$ cat src/rtl/del_token_if.sv
// Bundle of the async request/ack pair and the clocked output stream of
// del_token_responder. The sender side uses master; the responder uses slave.
interface del_token_if #(
  parameter int DATA_W = 8
);
  // in_R/out_A: two-phase; each in_R toggle is one token, answered by one out_A toggle.
  // m_valid/m_ready: a beat transfers on a clk edge where both are high; m_valid
  // and m_data stay stable until that transfer; m_ready while m_valid=0 is ignored.
  logic              in_R;
  logic [DATA_W-1:0] in_data;
  logic              out_A;
  logic              m_valid;
  logic              m_ready;
  logic [DATA_W-1:0] m_data;

  modport master (
    output in_R, in_data, m_ready,
    input  out_A, m_valid, m_data
  );

  modport slave (
    input  in_R, in_data, m_ready,
    output out_A, m_valid, m_data
  );
endinterface

$ cat src/rtl/del_token_responder.sv
// Clocked end of an async delay chain: synchronizes a two-phase request, buffers
// the bundled data in a FIFO, returns a two-phase ack and streams tokens out.
module del_token_responder #(
  parameter int DATA_W      = 8,
  parameter int DEPTH       = 4,
  parameter int SYNC_STAGES = 2,
  parameter int CNT_W       = 16
) (
  input  logic                     clk,
  input  logic                     rst,
  del_token_if.slave               bus,
  output logic [$clog2(DEPTH):0]   level,
  output logic                     stall,
  output logic [CNT_W-1:0]         tok_cnt,
  output logic                     state_dbg_o
);
  localparam int AW = $clog2(DEPTH);
  localparam int PW = AW + 1;

  typedef enum logic {IDLE = 1'b0, PEND = 1'b1} state_t;

  logic [SYNC_STAGES-1:0] sync_q;
  logic                   req_s;
  logic                   req_next;
  state_t                 state_q, state_d;
  logic                   ack_q, ack_d;
  logic                   stall_q, stall_d;
  logic [PW-1:0]          wptr_q, wptr_d;
  logic [PW-1:0]          rptr_q, rptr_d;
  logic [CNT_W-1:0]       tok_cnt_q, tok_cnt_d;
  logic [DATA_W-1:0]      mem [DEPTH];
  logic                   full;
  logic                   empty;
  logic                   push;
  logic                   pop;

  assign req_s    = sync_q[SYNC_STAGES-1];
  assign req_next = sync_q[SYNC_STAGES-2];

  assign empty = (wptr_q == rptr_q);
  assign full  = (wptr_q[AW] != rptr_q[AW]) && (wptr_q[AW-1:0] == rptr_q[AW-1:0]);
  assign pop   = !empty && bus.m_ready;

  // state_q always equals (req_s != ack_q): it is computed from the value req_s
  // is about to take and the ack value being written, so no cycle is lost.
  always_comb begin
    ack_d   = ack_q;
    push    = 1'b0;
    stall_d = 1'b0;
    state_d = state_q;
    if (state_q == PEND) begin
      if (!full || pop) begin
        push  = 1'b1;
        ack_d = ~ack_q;
      end else begin
        stall_d = 1'b1;
      end
    end
    state_d = (req_next != ack_d) ? PEND : IDLE;
  end

  assign wptr_d    = wptr_q + PW'(push);
  assign rptr_d    = rptr_q + PW'(pop);
  assign tok_cnt_d = (push && (tok_cnt_q != {CNT_W{1'b1}})) ? tok_cnt_q + CNT_W'(1) : tok_cnt_q;

  always_ff @(posedge clk) begin
    if (rst) begin
      sync_q    <= '0;
      state_q   <= IDLE;
      ack_q     <= 1'b0;
      stall_q   <= 1'b0;
      wptr_q    <= '0;
      rptr_q    <= '0;
      tok_cnt_q <= '0;
    end else begin
      sync_q    <= {sync_q[SYNC_STAGES-2:0], bus.in_R};
      state_q   <= state_d;
      ack_q     <= ack_d;
      stall_q   <= stall_d;
      wptr_q    <= wptr_d;
      rptr_q    <= rptr_d;
      tok_cnt_q <= tok_cnt_d;
    end
  end

  // Storage needs no reset: a slot is only read after it has been written.
  always_ff @(posedge clk) begin
    if (push) mem[wptr_q[AW-1:0]] <= bus.in_data;
  end

  assign bus.out_A   = ack_q;
  assign bus.m_valid = !empty;
  assign bus.m_data  = mem[rptr_q[AW-1:0]];
  assign level       = wptr_q - rptr_q;
  assign stall       = stall_q;
  assign tok_cnt     = tok_cnt_q;
  assign state_dbg_o = state_q;

  logic unused_req_s;
  assign unused_req_s = req_s;
endmodule
$ cat src/flat_wrapper.sv
// flat-port wrapper written by rule: the top's interface ports become plain ports
module del_token_responder_flat 
#(
  parameter int DATA_W      = 8,
  parameter int DEPTH       = 4,
  parameter int SYNC_STAGES = 2,
  parameter int CNT_W       = 16
)
  (clk, rst, level, stall, tok_cnt, state_dbg_o, bus_in_R, bus_in_data, bus_m_ready, bus_out_A, bus_m_valid, bus_m_data);
  del_token_if #(.DATA_W(DATA_W)) bus_i ();
  input  logic clk;
  input  logic rst;
  output logic [$clog2(DEPTH):0] level;
  output logic stall;
  output logic [CNT_W-1:0] tok_cnt;
  output logic state_dbg_o;
  input wire logic [$bits(bus_i.in_R)-1:0] bus_in_R;
  input wire logic [$bits(bus_i.in_data)-1:0] bus_in_data;
  input wire logic [$bits(bus_i.m_ready)-1:0] bus_m_ready;
  output wire logic [$bits(bus_i.out_A)-1:0] bus_out_A;
  output wire logic [$bits(bus_i.m_valid)-1:0] bus_m_valid;
  output wire logic [$bits(bus_i.m_data)-1:0] bus_m_data;
  assign bus_i.in_R = bus_in_R;
  assign bus_i.in_data = bus_in_data;
  assign bus_i.m_ready = bus_m_ready;
  assign bus_out_A = bus_i.out_A;
  assign bus_m_valid = bus_i.m_valid;
  assign bus_m_data = bus_i.m_data;
  del_token_responder #(.DATA_W(DATA_W), .DEPTH(DEPTH), .SYNC_STAGES(SYNC_STAGES), .CNT_W(CNT_W)) u_core (.clk(clk), .rst(rst), .bus(bus_i), .level(level), .stall(stall), .tok_cnt(tok_cnt), .state_dbg_o(state_dbg_o));
endmodule
$ cat config.mk
export PLATFORM = sky130hd
export DESIGN_NAME = del_token_responder_flat
export DESIGN_NICKNAME = d
export VERILOG_FILES = /design/src/rtl/del_token_if.sv /design/src/rtl/del_token_responder.sv /design/src/flat_wrapper.sv
export SDC_FILE = /design/constraint.sdc
export NUM_CORES = 1
export LEC_CHECK = 0
export ABC_AREA = 1
export CORE_MARGIN = 2
export CORE_UTILIZATION = 46
export DETAILED_ROUTE_END_ITERATION = 8
export GPL_TIMING_DRIVEN = 1
export PLACE_DENSITY_LB_ADDON = 0.3
export SKIP_LAST_GASP = 1
export SLEW_MARGIN = 0
export SYNTH_ARGS = -nofsm -noshare
export SYNTH_HDL_FRONTEND = slang
export SYNTH_SLANG_ARGS = --single-unit
$ cat constraint.sdc
create_clock -name clk -period 2.6 [get_ports clk]
set_input_delay 0.78 -clock clk [delete_from_list [all_inputs] [get_ports clk]]
set_output_delay 0.78 -clock clk [all_outputs]
set_load 0.02 [all_outputs]
**After elaboration in Yosys (flattened, before gate mapping)**

Memory sizes are Yosys's and may differ from the RTL's. A register that Yosys moved wholly into a read port is not among the register bits.
Index checks and enable logic that the tools add are counted.

- $add $sub $neg: 4
- Eq/ne operators: 5
- Mux-type cells: 9
- Bitwise gates (word level): 2
- Reduce and logical (&&, ||, !) cells: 7

Operator list:

| kind | number |
|---|---|
| 16-bit by 1-bit adder with 16-bit output, second input constant | 1 |
| 16-bit inequality test, second input constant | 1 |
| 1-bit two-way mux | 8 |
| 3-bit by 1-bit adder with 3-bit output | 2 |
| 3-bit equality test | 1 |
| 1-bit logical AND | 3 |
| 3-bit subtractor | 1 |
| 2-bit equality test | 1 |
| 1-bit zero test | 2 |
| 2-bit two-way mux | 1 |
| 1-bit inequality test | 2 |
| 1-bit inverter | 2 |
| 2-bit OR reduction | 1 |
| 1-bit logical OR | 1 |

- Flip-flop bits (word level): 26
- Memory bits (writable): 32
- Word-level logic and storage cells: 35
- Memories kept: 1

Memory list:

| name | words | bits a word | read ports | clocked after memory_dff | wr ports | line | source |
|---|---|---|---|---|---|---|---|
| u_core.mem | 4 | 8 | 1 | 1 | 1 | del_token_responder.sv:31 | `logic [DATA_W-1:0] mem [DEPTH];` |

**Depth between registers and ports, before layout**

Gate-level depths: netlist of the first run.

- Word-level depth: 8
- Depth in mapped cells: 12

**Worst setup path before layout of the first run**

No wires, ideal clock.

- Path kind: register to register
- Start: register u_core.rptr_q[1]
- End: memory u_core.mem[0][0] (enable)
- Arrival: 1.813 ns
- Data required time: 2.217 ns
- Path slack: 0.404 ns
- Stages on the path, launching flop included: 8
- Path buffers: 0
- Cells stage by stage: dfxtp_1 > inv_1 > ha_1 > nand2_1 > nor2_1 > nand2_4 > nand2_4 > nor3_1

- Longest elaborated chain between the ends: 8

RTL lines:

| element | line | source |
|---|---|---|
| from (decl) | del_token_responder.sv:29 | `logic [PW-1:0] rptr_q, rptr_d;` |
| from (signal assigned) | del_token_responder.sv:81 | `rptr_q <= rptr_d;` |
| 3-bit equality test or 2-bit equality test (tied branches) | del_token_responder.sv:40, del_token_responder.sv:41 |  |
| 1-bit zero test or 1-bit logical AND (tied branches) | del_token_responder.sv:42, del_token_responder.sv:41 |  |
| 1-bit logical AND or 1-bit zero test (tied branches) | del_token_responder.sv:42, del_token_responder.sv:52 |  |
| 1-bit logical OR * | del_token_responder.sv:52 | `if (!full \|\| pop) begin` |
| 1-bit two-way mux * | del_token_responder.sv:52 |  |
| 1-bit two-way mux * | del_token_responder.sv:51 | `if (state_q == PEND) begin` |
| 1-bit two-way mux * | del_token_responder.sv:88 | `if (push) mem[wptr_q[AW-1:0]] <= bus.in_data;` |
| 1-bit two-way mux (implied by the code) * | del_token_responder.sv:88 |  |
| to (decl) | del_token_responder.sv:31 |  |

Every way passes the cells marked *; elsewhere a longest branch is shown, timed or not.

**Final worst setup path of the first run**

- Start: register u_core.wptr_q[0]
- End: output level[1]

- Longest elaborated chain between the ends: 1

RTL lines:

| element | line | source |
|---|---|---|
| from (decl) | del_token_responder.sv:28 | `logic [PW-1:0] wptr_q, wptr_d;` |
| from (signal assigned) | del_token_responder.sv:80 | `wptr_q <= wptr_d;` |
| 3-bit subtractor | del_token_responder.sv:94 | `assign level = wptr_q - rptr_q;` |
| to (decl) | flat_wrapper.sv:13 | `output logic [$clog2(DEPTH):0] level;` |

No other way between the ends.

==> flow_summary.toml, run 1 <==
[logic_synthesis]
ys_ff_latch = 58
synth_xor_area_share_pct = 2.627
synth_nets = 318
yosysWarnings = 0
synthAdderAreaFrac_pct = 4.034
avgSynthCellArea_um2 = 8.952
synth_mux_area_share_pct = 0
synth-seq-area-share_pct = 55.53
syn_area_mm2 = 0.002668
synth_top_family_by_area = "simple AND/OR/NAND/NOR gates"
syn_inst = 298
synthSimpleGateAreaFrac_pct = 22.42
yosysUniqueCellTypes = 25
synth_compound_area_share_pct = 9.615

[grt]
grt_pass1_wl_um = 9246
grt_pass1_vias = 1991
overflow = 0
grt_util_all_layers_pct = 19.37
antenna_found_initial = 0
grt_max_degree = 17

[critical_path]
r2r_setup_slack_ns = 0.65
worstPathRequired_ns = 1.82
cp_max_fo = 3
crit_type = "reg2out"
worstPathArrival_ns = 1.74
cp-end-kind = "output port"
start_kind = "flip-flop"

[sta]
fin_skew_ns = 0.007671
final.period_utilization_pct = 97.10
maxSlewHeadroom_pct = 72.35
drv_slew = 0
setup_tns_ns = 0
finalWorstPathRequiredPeriod_ns = 2.525
finalHoldViolCount = 0
max_freq_ghz = 0.3961
rsz0062_at_grt = "no"
setup_slack_ns = 0.07530
finalSetupViolCount = 0
worst_slew_pin_slew_ns = 0.4131

[die]
core_area_mm2 = 0.005540
io_pins = 43
initial_core_util_pct = 48.15
die_w_um = 80.15
fp-row-count = 27
fp.dieH_um = 80.15
die_area_mm2 = 0.006424

[route]
drtAntennaViolNets = 0
avgViaCountPerCell = 4.963
drt-initial-drc-count = 84
drc_errors = 0
wl_um = 5635
routedWlPerCell_um = 13.01
vias = 2149
drtPass1Iterations = 4

[power]
power_density_mw_per_mm2 = 658.2
total_power_mw = 2.217
ir_worst_vdd_v = 0.0003438
leakagePower_nw = 1.276

[min_path]
hold_path.class = "reg2reg"

[clock_network]
clkLatencyLatePin_ns = 0.34
ctsLongestPathBuffers = 2
clk_pin_slew_worst_paths_ns = 0.07
cts_tree = "yes"
cts_root_buf = "clkbuf_8"
numCtsBuffers = 9
cts_htree_levels = 3
clock-sinks = 58

[final_layout]
area_growth_pct = 26.27
drive_gt1_share_pct = 11.08
final_nets = 376
diodes = 0
fin_util_pct = 60.79

[run]
drv_cap = 0

[place]
gp_congestion = 0.8725
dp_slack_ns = 0.1076
numPortBuffers = 42
hpwl_um = 3832

[outcome]
status = "complete, no violations"
-- routing by layer --
| metal | global-route usage, % | wire length (um) | up-vias |
|---|---|---|---|
| met5 | 0 | 0 | - |
| met4 | 9.831 | 106 | 0 |
| met3 | 4.944 | 239 | 9 |
| met2 | 32.50 | 2788 | 48 |
| met1 | 22.89 | 2501 | 1004 |
| li1 | - | - | 1088 |
-- cell usage after synthesis --
cell,instances,share of area [%]
dfxtp_1,26,20
inv_1,30,4.2
inv_2,1,0.14
o22ai_1,8,1.9
ha_1,7,3.3
edfxtp_1,32,36
o21ai_0,22,4.1
a21oi_1,11,2.1
clkbuf_1,3,0.42
o21a_1,1,0.28
buf_6,2,0.84
xor2_1,2,0.66
fa_1,1,0.75
nand2_1,71,10
buf_1,1,0.14
nand2_2,4,0.94
o21ai_4,1,0.61
nor2_4,2,0.84
a21oi_2,2,0.66
nand2_4,3,1.3
nand3_1,4,0.75
nor2_1,51,7.2
nor3_1,4,0.75
nand4_1,3,0.70
xnor2_1,6,2.0
-- repair_timing --
action / in CTS / in global routing
setup endpoints to repair: 11 / 1
cloned: 0 / 0
resized for setup: 12 / 2
setup buffers: 0 / 0
hold buffers: 0 / 0
-- layout by cell type (no fill, tap or decap) --
master	count
clkinv_1	1
nand2_1	71
xor2_1	2
nand2_4	3
dlygate4sd2_1	10
o21ai_0	22
edfxtp_1	32
o22ai_1	8
nor3_1	4
nand3_1	4
clkinv_2	3
nand2_2	4
inv_1	30
fa_1	1
clkbuf_8	9
dfxtp_1	25
o21a_1	1
a21oi_1	11
dfxtp_2	1
clkbuf_1	1
clkdlybuf4s50_1	31
o21ai_4	1
clkinvlp_4	2
nor2_4	2
a21oi_2	2
ha_1	7
clkbuf_2	1
buf_4	11
nor2_1	51
nand4_1	3
inv_2	1
xnor2_1	6
-- cell type report --
type | count | area, um^2
Sequential cell | 58 | 1483
Multi-Input combinational cell | 203 | 1032
Inverter | 31 | 116.4
Tap cell | 72 | 90.09
Clock buffer | 10 | 127.6
Clock inverter | 6 | 33.78
Timing Repair Buffer | 53 | 485.5
Fill cell | 482 | 2172
-- final timing paths --
| check | from | to | cells after the start |
|---|---|---|---|
| worst max-delay path | u_core.wptr_q[0]$_SDFF_PP0_ | level[1] | 5 |
| worst min-delay path | u_core.state_dbg_o$_SDFF_PP0_ | u_core.stall$_SDFF_PP0_ | 2 |
| worst max register to register | u_core.rptr_q[1]$_SDFF_PP0_ | u_core.wptr_q[2]$_SDFF_PP0_ | 11 |
| worst min register to register | u_core.state_dbg_o$_SDFF_PP0_ | u_core.stall$_SDFF_PP0_ | 2 |
-- metrics by stage --
stage / hold slack (ns) / std cells / area [um^2]
CTS: 0.5101 / 433 / 3372
global route: 0.5281 / 433 / 3368
finish: 0.5064 / 433 / 3368
global placement: 0.4643 / 417 / 3223
floorplan: 0.4540 / 298 / 2668
detailed placement: 0.4797 / 417 / 3223
-- where the power goes --
part / total, mW / internal (mW) / switching, mW
Sequential: 1.03 / 1.01 / 0.0233
Clock: 0.691 / 0.336 / 0.355
Combinational: 0.497 / 0.194 / 0.303
-- registers in the layout, indices dropped and copies added (netlist names) --
signal and count:
u_core.tok_cnt 16, u_core.stall 1, u_core.state_dbg_o 1, u_core.rptr_q 3
u_core.wptr_q 3, u_core.sync_q 1, u_core.bus.out_A 1, u_core.mem 32
-- kinds of logic after synthesis --
family	Yosys count
AO/OA/AOI/OAI	45
adder cells (fa/ha/maj)	8
flip-flops	58
buffers and inverters	37
XOR/XNOR	8
AND/OR/NAND/NOR	142
-- worst max-delay path, stage by stage, from the launching register on --
cell,delay (ns)
dfxtp_1,0.33
inv_1,0.07
ha_1,0.19
fa_1,0.48
inv_1,0.04
dlygate4sd2_1,0.31
(Power assumes the default switching activity.)
==> run 2, diff against run 1 <==
CAP_MARGIN = 20   (was not set)
==> results of run 2 <==
Same layout as run 1: the final DEF is identical, and so are final timing and power.
